**config.mk**
```make
export PLATFORM = sky130hd
export DESIGN_NAME = public_test_capture
export DESIGN_NICKNAME = d
export VERILOG_FILES = /design/src/rtl/public_test_capture_pkg.sv /design/src/rtl/capture_fifo.sv /design/src/rtl/public_test_capture.sv
export SDC_FILE = /design/constraint.sdc
export NUM_CORES = 1
export LEC_CHECK = 0
export BUFFER_PORTS_ARGS = -buffer_cell sky130_fd_sc_hd__buf_2
export CAP_MARGIN = 0
export CELL_PAD_IN_SITES_DETAIL_PLACEMENT = 1
export CELL_PAD_IN_SITES_GLOBAL_PLACEMENT = 2
export CORE_MARGIN = 4
export CORE_UTILIZATION = 47
export CTS_CLUSTER_DIAMETER = 100
export CTS_CLUSTER_SIZE = 10
export DETAILED_ROUTE_END_ITERATION = 7
export GPL_ROUTABILITY_DRIVEN = 0
export PLACE_DENSITY = 0.84
export SYNTH_ARGS = -nofsm -noshare
export SYNTH_HDL_FRONTEND = slang
export SYNTH_SLANG_ARGS = --single-unit
```
**constraint.sdc**
```tcl
create_clock -name clk -period 9 [get_ports clk]
set_input_delay 1.35 -clock clk [delete_from_list [all_inputs] [get_ports clk]]
set_output_delay 1.35 -clock clk [all_outputs]
set_load 0.03 [all_outputs]
```
**src/rtl/public_test_capture_pkg.sv**
```systemverilog
// Shared types and default sizing for the public_test capture stage.
package public_test_capture_pkg;

    localparam int unsigned DATA_W_DEF = 32;
    localparam int unsigned DEPTH_DEF  = 8;
    localparam int unsigned CNT_W_DEF  = 16;

    typedef enum logic [1:0] {
        IDLE    = 2'd0,
        CAPTURE = 2'd1,
        DRAIN   = 2'd2,
        DONE    = 2'd3
    } state_e;

endpackage

```
**src/rtl/capture_fifo.sv**
```systemverilog
// Synchronous FIFO for captured words; a push is accepted when full if a pop
// happens in the same cycle. Flags are registered from the next occupancy.
module capture_fifo #(
    parameter int unsigned DATA_W = 32,
    parameter int unsigned DEPTH  = 8
) (
    input  logic              clk,
    input  logic              rst,
    input  logic              push_i,
    input  logic [DATA_W-1:0] data_i,
    input  logic              pop_i,
    output logic              full_o,
    output logic              empty_o,
    output logic              one_left_o,
    output logic [DATA_W-1:0] head_o
);

    localparam int unsigned PTR_W = $clog2(DEPTH);
    localparam int unsigned OCC_W = PTR_W + 1;

    logic [DATA_W-1:0] mem_q [DEPTH];
    logic [PTR_W-1:0]  wr_ptr_q;
    logic [PTR_W-1:0]  rd_ptr_q;
    logic [OCC_W-1:0]  count_q;
    logic [OCC_W-1:0]  count_d;
    logic              full_q;
    logic              empty_q;
    logic              one_left_q;
    logic              push_ok_c;
    logic              pop_ok_c;

    assign pop_ok_c  = pop_i && !empty_q;
    assign push_ok_c = push_i && (!full_q || pop_ok_c);

    // Next occupancy from the accepted push/pop pair.
    always_comb begin
        count_d = count_q;
        case ({push_ok_c, pop_ok_c})
            2'b10:   count_d = count_q + OCC_W'(1);
            2'b01:   count_d = count_q - OCC_W'(1);
            default: count_d = count_q;
        endcase
    end

    // Storage, pointers and registered status flags.
    always_ff @(posedge clk) begin
        if (rst) begin
            for (int i = 0; i < int'(DEPTH); i++) begin
                mem_q[i] <= '0;
            end
            wr_ptr_q   <= '0;
            rd_ptr_q   <= '0;
            count_q    <= '0;
            full_q     <= 1'b0;
            empty_q    <= 1'b1;
            one_left_q <= 1'b0;
        end else begin
            if (push_ok_c) begin
                mem_q[wr_ptr_q] <= data_i;
                wr_ptr_q        <= wr_ptr_q + PTR_W'(1);
            end
            if (pop_ok_c) begin
                rd_ptr_q <= rd_ptr_q + PTR_W'(1);
            end
            count_q    <= count_d;
            full_q     <= (count_d == OCC_W'(DEPTH));
            empty_q    <= (count_d == '0);
            one_left_q <= (count_d == OCC_W'(1));
        end
    end

    assign full_o     = full_q;
    assign empty_o    = empty_q;
    assign one_left_o = one_left_q;
    assign head_o     = mem_q[rd_ptr_q];

endmodule

```
**src/rtl/public_test_capture.sv**
```systemverilog
// Capture stage for the public_test garbling netlist: samples o_in for a
// programmed number of cycles into a FIFO and streams it out.
// Optional feature macro: PUBLIC_TEST_CAPTURE_CHECKSUM_EN adds a running XOR
// checksum of every sampled word (dropped samples included).
module public_test_capture
    import public_test_capture_pkg::*;
#(
    parameter int unsigned DATA_W = DATA_W_DEF,
    parameter int unsigned DEPTH  = DEPTH_DEF,
    parameter int unsigned CNT_W  = CNT_W_DEF
) (
    input  logic              clk,
    input  logic              rst,
    input  logic              start,
    input  logic [CNT_W-1:0]  num_cycles,
    input  logic [DATA_W-1:0] o_in,
    output logic [DATA_W-1:0] out_data,
    output logic              out_valid,
    input  logic              out_ready,
    output logic              busy,
    output logic              done,
    output logic              overflow
`ifdef PUBLIC_TEST_CAPTURE_CHECKSUM_EN
    ,
    output logic [DATA_W-1:0] checksum
`endif
);

    state_e            state_q;
    logic [CNT_W-1:0]  remaining_q;
    logic              busy_q;
    logic              done_q;
    logic              overflow_q;

    logic              fifo_full;
    logic              fifo_empty;
    logic              fifo_one_left;
    logic              pop_c;
    logic              push_c;
    logic              drop_c;
    logic              drained_c;

    assign pop_c     = !fifo_empty && out_ready;
    assign push_c    = (state_q == CAPTURE);
    assign drop_c    = push_c && fifo_full && !pop_c;
    // FIFO is empty after this edge, counting a pop of the final entry.
    assign drained_c = fifo_empty || (pop_c && fifo_one_left);

    capture_fifo #(
        .DATA_W (DATA_W),
        .DEPTH  (DEPTH)
    ) u_fifo (
        .clk        (clk),
        .rst        (rst),
        .push_i     (push_c),
        .data_i     (o_in),
        .pop_i      (pop_c),
        .full_o     (fifo_full),
        .empty_o    (fifo_empty),
        .one_left_o (fifo_one_left),
        .head_o     (out_data)
    );

    // Run control: state, sample counter, and registered status outputs.
    always_ff @(posedge clk) begin
        if (rst) begin
            state_q     <= IDLE;
            remaining_q <= '0;
            busy_q      <= 1'b0;
            done_q      <= 1'b0;
            overflow_q  <= 1'b0;
        end else begin
            done_q <= 1'b0;
            case (state_q)
                IDLE: begin
                    if (start) begin
                        remaining_q <= num_cycles;
                        overflow_q  <= 1'b0;
                        busy_q      <= 1'b1;
                        state_q     <= (num_cycles == '0) ? DRAIN : CAPTURE;
                    end
                end
                CAPTURE: begin
                    remaining_q <= remaining_q - CNT_W'(1);
                    if (drop_c) begin
                        overflow_q <= 1'b1;
                    end
                    if (remaining_q == CNT_W'(1)) begin
                        state_q <= DRAIN;
                    end
                end
                DRAIN: begin
                    if (drained_c) begin
                        state_q <= DONE;
                        done_q  <= 1'b1;
                    end
                end
                DONE: begin
                    state_q <= IDLE;
                    busy_q  <= 1'b0;
                end
                default: begin
                    state_q <= IDLE;
                end
            endcase
        end
    end

    assign out_valid = !fifo_empty;
    assign busy      = busy_q;
    assign done      = done_q;
    assign overflow  = overflow_q;

`ifdef PUBLIC_TEST_CAPTURE_CHECKSUM_EN
    logic [DATA_W-1:0] checksum_q;

    // Running XOR of every sampled word; cleared when a run is accepted.
    always_ff @(posedge clk) begin
        if (rst) begin
            checksum_q <= '0;
        end else if ((state_q == IDLE) && start) begin
            checksum_q <= '0;
        end else if (state_q == CAPTURE) begin
            checksum_q <= checksum_q ^ o_in;
        end
    end

    assign checksum = checksum_q;
`endif

endmodule

```
==> metrics.csv, run 1 <==
stage;metric;value;unit
outcome;status;complete, no violations;
setup_path;critPathKind;flip-flop to primary output;
pwr;pwr-share-seq;44.9;%
global_route;track_usage;20.7;%
die;die_x;177;um
synth;postSynthAreaPerCell;14.6;sq um
timing;tns;0;ns
setup_path;cp-end-kind;primary output;
drt;wl_per_cell;22.7;um
pwr;combPwrFrac;22.6;%
finish;finalNonFillerCells;1392;
run;drv_cap;0;
die;start_util;48.1;%
pwr;peakVddDrop;166;uV
timing;setup_viol;0;
die;die_area;31400;sq um
timing;relSlewSlack;27.9;%
clock_tree;tritoncts;built;
placement;dpl_cell_area;14300;sq um
synth;synth_top_area_cell;edfxtp_1;
clock_tree;cts_hold_buf;0;
drt;firstDrtPassIters;5;
global_route;grt_max_degree;65;
global_route;grt_overflow;0;
synth;synthArstFlopShare;0;%
finish;fin_nets;1065;
global_route;antenna_found_initial;0;
global_route;grt_pass1_vias;8642;
timing;fin_crit_sh;49.1;%
synth;synth_cell_type_count;52;
drt;drtIter0Drc;485;
finish;final_cell_mix;258 x and2_1, 256 x edfxtp_1, 87 x buf_2, 64 x mux4_2, 35 x clkbuf_16;
timing;setup_slack;4.58;ns
pwr;p_clk_share;32.5;%
setup_path;slowest_stage;buf_4;
clock_tree;clk_path_buf_depth;3;
die;pin_count;88;
synth;synthFlopType;edfxtp_1;
setup_path;cp_top_family;buffers and inverters;
pwr;netSwitchingPower;1.13;mW
placement;pre_cts_slack;4.52;ns
clock_tree;clk_latency;0.51;ns
synth;synth_top_area_share;57.1;%
synth;netlist_area;13500;sq um
finish;num_antenna_cells;0;
setup_path;crit_fanout;43;
drt;detail-route-antenna-nets;0;
timing;fin_worst_skew;0.0175;ns
timing;final-max-slew-violation-count;0;
setup_path;start_kind;flip-flop;
pwr;fin_total_pwr;3.80;mW
setup_path;cp.required;7.65;ns
drt;detail_route.wirelength;31700;um
timing;min_period;4.42;ns
die;rows;61;
drt;vias;7796;
drt;drc;0;
clock_tree;cts.repair.resized;0;
finish;final.fill_count;2725;
timing;hold_viol_final;0;
pwr;p_per_area;248;nW/um^2
finish;final_common_cell;and2_1;
hold_path;hp-class;flip-flop to flip-flop;
synth;syn_inst;919;
die;die_h;177;um
finish;final_cell_area;15300;sq um
finish;layout-area-overhead-vs-synth;13.6;%
global_route;grt_first_pass_wirelength;50200;um
die;core;28000;sq um
clock_tree;post_cts_buffers;0;
clock_tree;cts_sinks;293;
synth;synth_nets;982;
clock_tree;cts_made_buffers;35;
synth;synth-seq-cells;293;
setup_path;max_stage_delay;0.80;ns
timing;worst_slew_pin_slew;1.08;ns
synth;ys.warnings.count;0;
placement;dp_hpwl;19400;um
pwr;swShare;29.6;%
synth;synthTopCellsByArea;edfxtp_1 57%, and2_1 12%, mux4_2 11%;
timing;rsz0062_at_grt;no;
setup_path;critPathBufInv;2;
clock_tree;cts.reportedPaths.clkPinSlew;0.05;ns
pwr;internal_power;2.67;mW
setup_path;cp.arrival;3.07;ns
timing;fmax;226;MHz
synth;yosysSeqAreaShare;62.6;%
clock_tree;htreeDepth;2;
synth;synth_edf_count;256;
placement;dpl.cell_count;1343;
placement;portBuffers;87;
setup_path;cp_cell_sequence;buf_4, mux4_2, mux2_2, buf_2;
pwr;leakagePower;5.64;nW
clock_tree;cts-root-buf;clkbuf_16;
finish;layout-drive-gt1-share;26.2;%
drt;routed_via_density;5.60;
## metrics by stage
| step | util (%) | hold WS, ns |
|---|---|---|
| global placement | 51.2 | 0.473 |
| floorplan | - | 0.449 |
| global route | 54.6 | 0.538 |
| detailed placement | 51.2 | 0.492 |
| finish | 54.6 | 0.499 |
| CTS | 54.6 | 0.507 |
## flip-flops by register name (all words and copies together) (netlist names), named ones only
name / flops
state_q: 2
u_fifo.empty_o: 1
done: 1
u_fifo.mem_q: 256
u_fifo.full_o: 1
remaining_q: 16
u_fifo.rd_ptr_q: 3
busy: 1
u_fifo.count_q: 4
overflow: 1
u_fifo.one_left_o: 1
u_fifo.wr_ptr_q: 3
## path summary, 6_finish.rpt
check | startpoint | to | slack, ns | depth (start not counted)
setup / recovery | flip-flop | out_data[11] | 4.58 | 4
hold / removal | busy | busy | 0.50 | 2
setup reg to reg | u_fifo.empty_o | u_fifo.empty_o | 5.73 | 7
hold reg to reg | busy | busy | 0.50 | 2
## per-layer routing
layer  wire length [um]  vias to the layer above  global-route usage [%]  share of wire, %
li1                   -                     3571                       -                 -
met1              13800                     4025                    28.1                44
met2              16100                      165                    35.8                51
met3               1380                       35                    3.40               4.4
met4                412                        0                    4.32               1.3
met5                  0                        -                       0                 0
## worst min-delay path, cell delays in order (launching register included)
cell,delay [ns]
dfxtp_1,0.33
a21oi_1,0.07
nor2_1,0.07
## cells in the mapped netlist (12+ instances only)
library cell  number
dfxtp_1           37
nor2_1            26
clkbuf_1          48
nand2_1           18
mux2_2            33
mux4_2            64
mux2i_1           12
nor3_1            12
and2_1           258
a21oi_1           16
edfxtp_1         256
## final cells by class
type	count	area (sq um)	share of cell area (%)
Multi-Input combinational cell	558	4840	31.7
Clock buffer	45	913	5.97
Tap cell	378	473	3.09
Sequential cell	293	8430	55.1
Inverter	11	41.3	0.270
Timing Repair Buffer	103	556	3.63
Clock inverter	4	35.0	0.229
## kinds of logic (layout without fill, tap and decap cells)
family                   after synthesis  count (layout)  share of synthesized area, %
AO/OA/AOI/OAI                         67              67                          3.36
XOR/XNOR                               8               8                         0.521
adder cells (fa/ha/maj)               11              11                          1.02
buffers and inverters                 68             163                          1.91
flip-flops                           293             293                          62.6
multiplexers                         109             109                          14.4
AND/OR/NAND/NOR                      363             363                          16.2
## power groups by stage
stage | sequential (mW) | clock, mW | combinational (mW)
2_1_floorplan | 1.69 | 0 | 0.655
3_3_place_gp | 1.72 | 0 | 0.855
3_5_place_dp | 1.73 | 0 | 0.872
4_1_cts | 1.70 | 1.26 | 0.875
5_1_grt | 1.72 | 1.32 | 0.946
6_report | 1.70 | 1.23 | 0.860
No activity file was read; power rests on OpenSTA's default activity.
==> inputs of run 2 (changes only) <==
CORE_UTILIZATION = 40   (was 47)
PLACE_DENSITY = 0.76   (was 0.84)
clock period = 3.7 ns   (was 9 ns; I/O delays follow)
==> metrics.csv, run 2 (synthesized netlist as in run 1, its figures left out) <==
stage;metric;value;unit;change
die;core;32900;sq um;+17%
pwr;fin_total_pwr;9.35;mW;+150%
placement;dp_hpwl;19800;um;+2.0%
setup_path;rrSetupSlack;1.02;ns;-4.71 ns
timing;hold_viol_final;0;;unchanged
clock_tree;cts_made_buffers;35;;unchanged
clock_tree;cts-root-buf;clkbuf_16;;
timing;holdWs;0.354;ns;-0.145 ns
timing;worst_slew_pin_slew;1.16;ns;+0.0852 ns
timing;min_period;3.07;ns;
clock_tree;post_cts_buffers;0;;unchanged
pwr;peakVddDrop;272;uV;+64%
setup_path;r2r-start;state_q[1];;
die;die_area;36700;sq um;+17%
timing;fmax;326;MHz;
setup_path;cp-end-kind;primary output;;
timing;setup_slack;0.631;ns;-3.95 ns
placement;portBuffers;87;;unchanged
die;start_util;41.0;%;-7.1 points
setup_path;crit_end;out_data[24];;
finish;layout-drive-gt1-share;26.8;%;+0.58 points
global_route;grt_overflow;0;;unchanged
finish;finalNonFillerCells;1464;;+5.2%
clock_tree;clk_path_buf_depth;3;;unchanged
finish;final_cell_mix;258 x and2_1, 256 x edfxtp_1, 87 x buf_2, 64 x mux4_2, 36 x clkbuf_16;;
global_route;track_usage;18.6;%;-2.1 points
clock_tree;cts.reportedPaths.clkPinSlew;0.06;ns;about the same
timing;tns;0;ns;unchanged
pwr;leakagePower;5.70;nW;+1.0%
clock_tree;cts_hold_buf;0;;unchanged
finish;final_util;47.2;%;-7.5 points
global_route;antenna_found_initial;1;;+1
drt;wl_per_cell;22.9;um;+0.65%
finish;final_cell_area;15500;sq um;+1.3%
finish;num_antenna_cells;0;;unchanged
die;pin_count;88;;unchanged
setup_path;cp.required;3.14;ns;-4.51 ns
setup_path;r2r_cells;5;;-2
global_route;grt_pass1_vias;8753;;+1.3%
setup_path;critPathKind;flip-flop to primary output;;
setup_path;crit_fanout;25;;-42%
drt;vias;7906;;+1.4%
timing;fin_crit_sh;82.9;%;
finish;final_common_cell;and2_1;;
placement;dpl.cell_count;1415;;+5.4%
finish;fin_nets;1073;;+0.75%
setup_path;cp.arrival;2.51;ns;-0.56 ns
timing;relSlewSlack;22.2;%;-5.7 points
finish;layout-area-overhead-vs-synth;15.1;%;
global_route;grt_max_degree;36;;-45%
timing;final-max-slew-violation-count;0;;unchanged
setup_path;r2r_end;u_fifo.mem_q[1][8];;
clock_tree;cts.repair.resized;0;;unchanged
placement;pre_cts_slack;0.648;ns;-3.87 ns
timing;setup_viol;0;;unchanged
drt;detail_route.wirelength;33500;um;+5.9%
placement;dpl_cell_area;14500;sq um;+1.2%
die;rows;66;;+8.2%
drt;drc;0;;unchanged
timing;rsz0062_at_grt;no;;
global_route;grt_first_pass_wirelength;52200;um;+4.0%
pwr;p_per_area;603;nW/um^2;+140%
drt;firstDrtPassIters;4;;-1
clock_tree;clk_latency;0.51;ns;about the same
hold_path;hp-class;primary input to flip-flop;;
drt;routed_via_density;5.40;;-3.6%
clock_tree;tritoncts;built;;
finish;largest_registers;u_fifo.mem_q x256, remaining_q x16, u_fifo.count_q x4;;
die;die_h;191;um;+8.0%
finish;largest_register;u_fifo.mem_q;;
setup_path;start_kind;flip-flop;;
die;die_x;191;um;+8.0%
finish;largest_reg_flops;256;;unchanged
timing;fin_worst_skew;0.00951;ns;-0.00795 ns
drt;drtIter0Drc;537;;+11%
clock_tree;cts_sinks;293;;unchanged
run;drv_cap;0;;unchanged
clock_tree;htreeDepth;2;;unchanged
outcome;status;complete, no violations;;
drt;detail-route-antenna-nets;0;;unchanged
[run 2: cell count changes in the layout (fill, tap and decap cells not counted), sizes merged]
cell / change
clkinv: +2
inv: -3
buf: +8
clkinvlp: +1
[run 2: cell type report]
class | count | area (sq um)
sequential | 293 | 8430
fill | 3312 | 17400
timing repair buffer | 111 | 653
tap | 442 | 553
clock inverter | 4 | 36.3
multi-input combinational | 558 | 4840
inverter | 11 | 41.3
clock buffer | 45 | 935
[run 2: power by group]
part / total [mW] / leakage [nW] / switching, mW / internal (mW)
Combinational: 2.16 / 2.28 / 1.26 / 0.895
Sequential: 4.13 / 2.95 / 0.227 / 3.91
Clock: 3.06 / 0.467 / 1.30 / 1.76
Total: 9.35 / 5.70 / 2.79 / 6.56
[run 2: worst max-delay path, cell delays in order (launching register included)]
cell     delay [ns]
dfxtp_4        0.63
buf_12         0.30
mux4_2         0.58
mux2_2         0.28
buf_2          0.18
[run 2: how the worst min path moves through the flow]
| stage | from | slack [ns] | endpoint | cells past startpoint |
|---|---|---|---|---|
| 3_3_place_gp | busy | 0.48 | busy | 2 |
| 5_1_grt | num_cycles[5] | 0.36 | remaining_q[5] | 3 |
| 6_report | num_cycles[2] | 0.35 | remaining_q[2] | 3 |
| 2_1_floorplan | remaining_q[1] | 0.45 | remaining_q[1] | 2 |
| 3_5_place_dp | remaining_q[1] | 0.48 | remaining_q[1] | 2 |
| 4_1_cts | num_cycles[2] | 0.34 | remaining_q[2] | 3 |
[run 2: routing by layer]
metal | track usage, % | routed length (um)
met3 | 3.12 | 1170
met5 | 0 | 13
met1 | 24.8 | 14900
met4 | 4.06 | 510
met2 | 32.4 | 17000
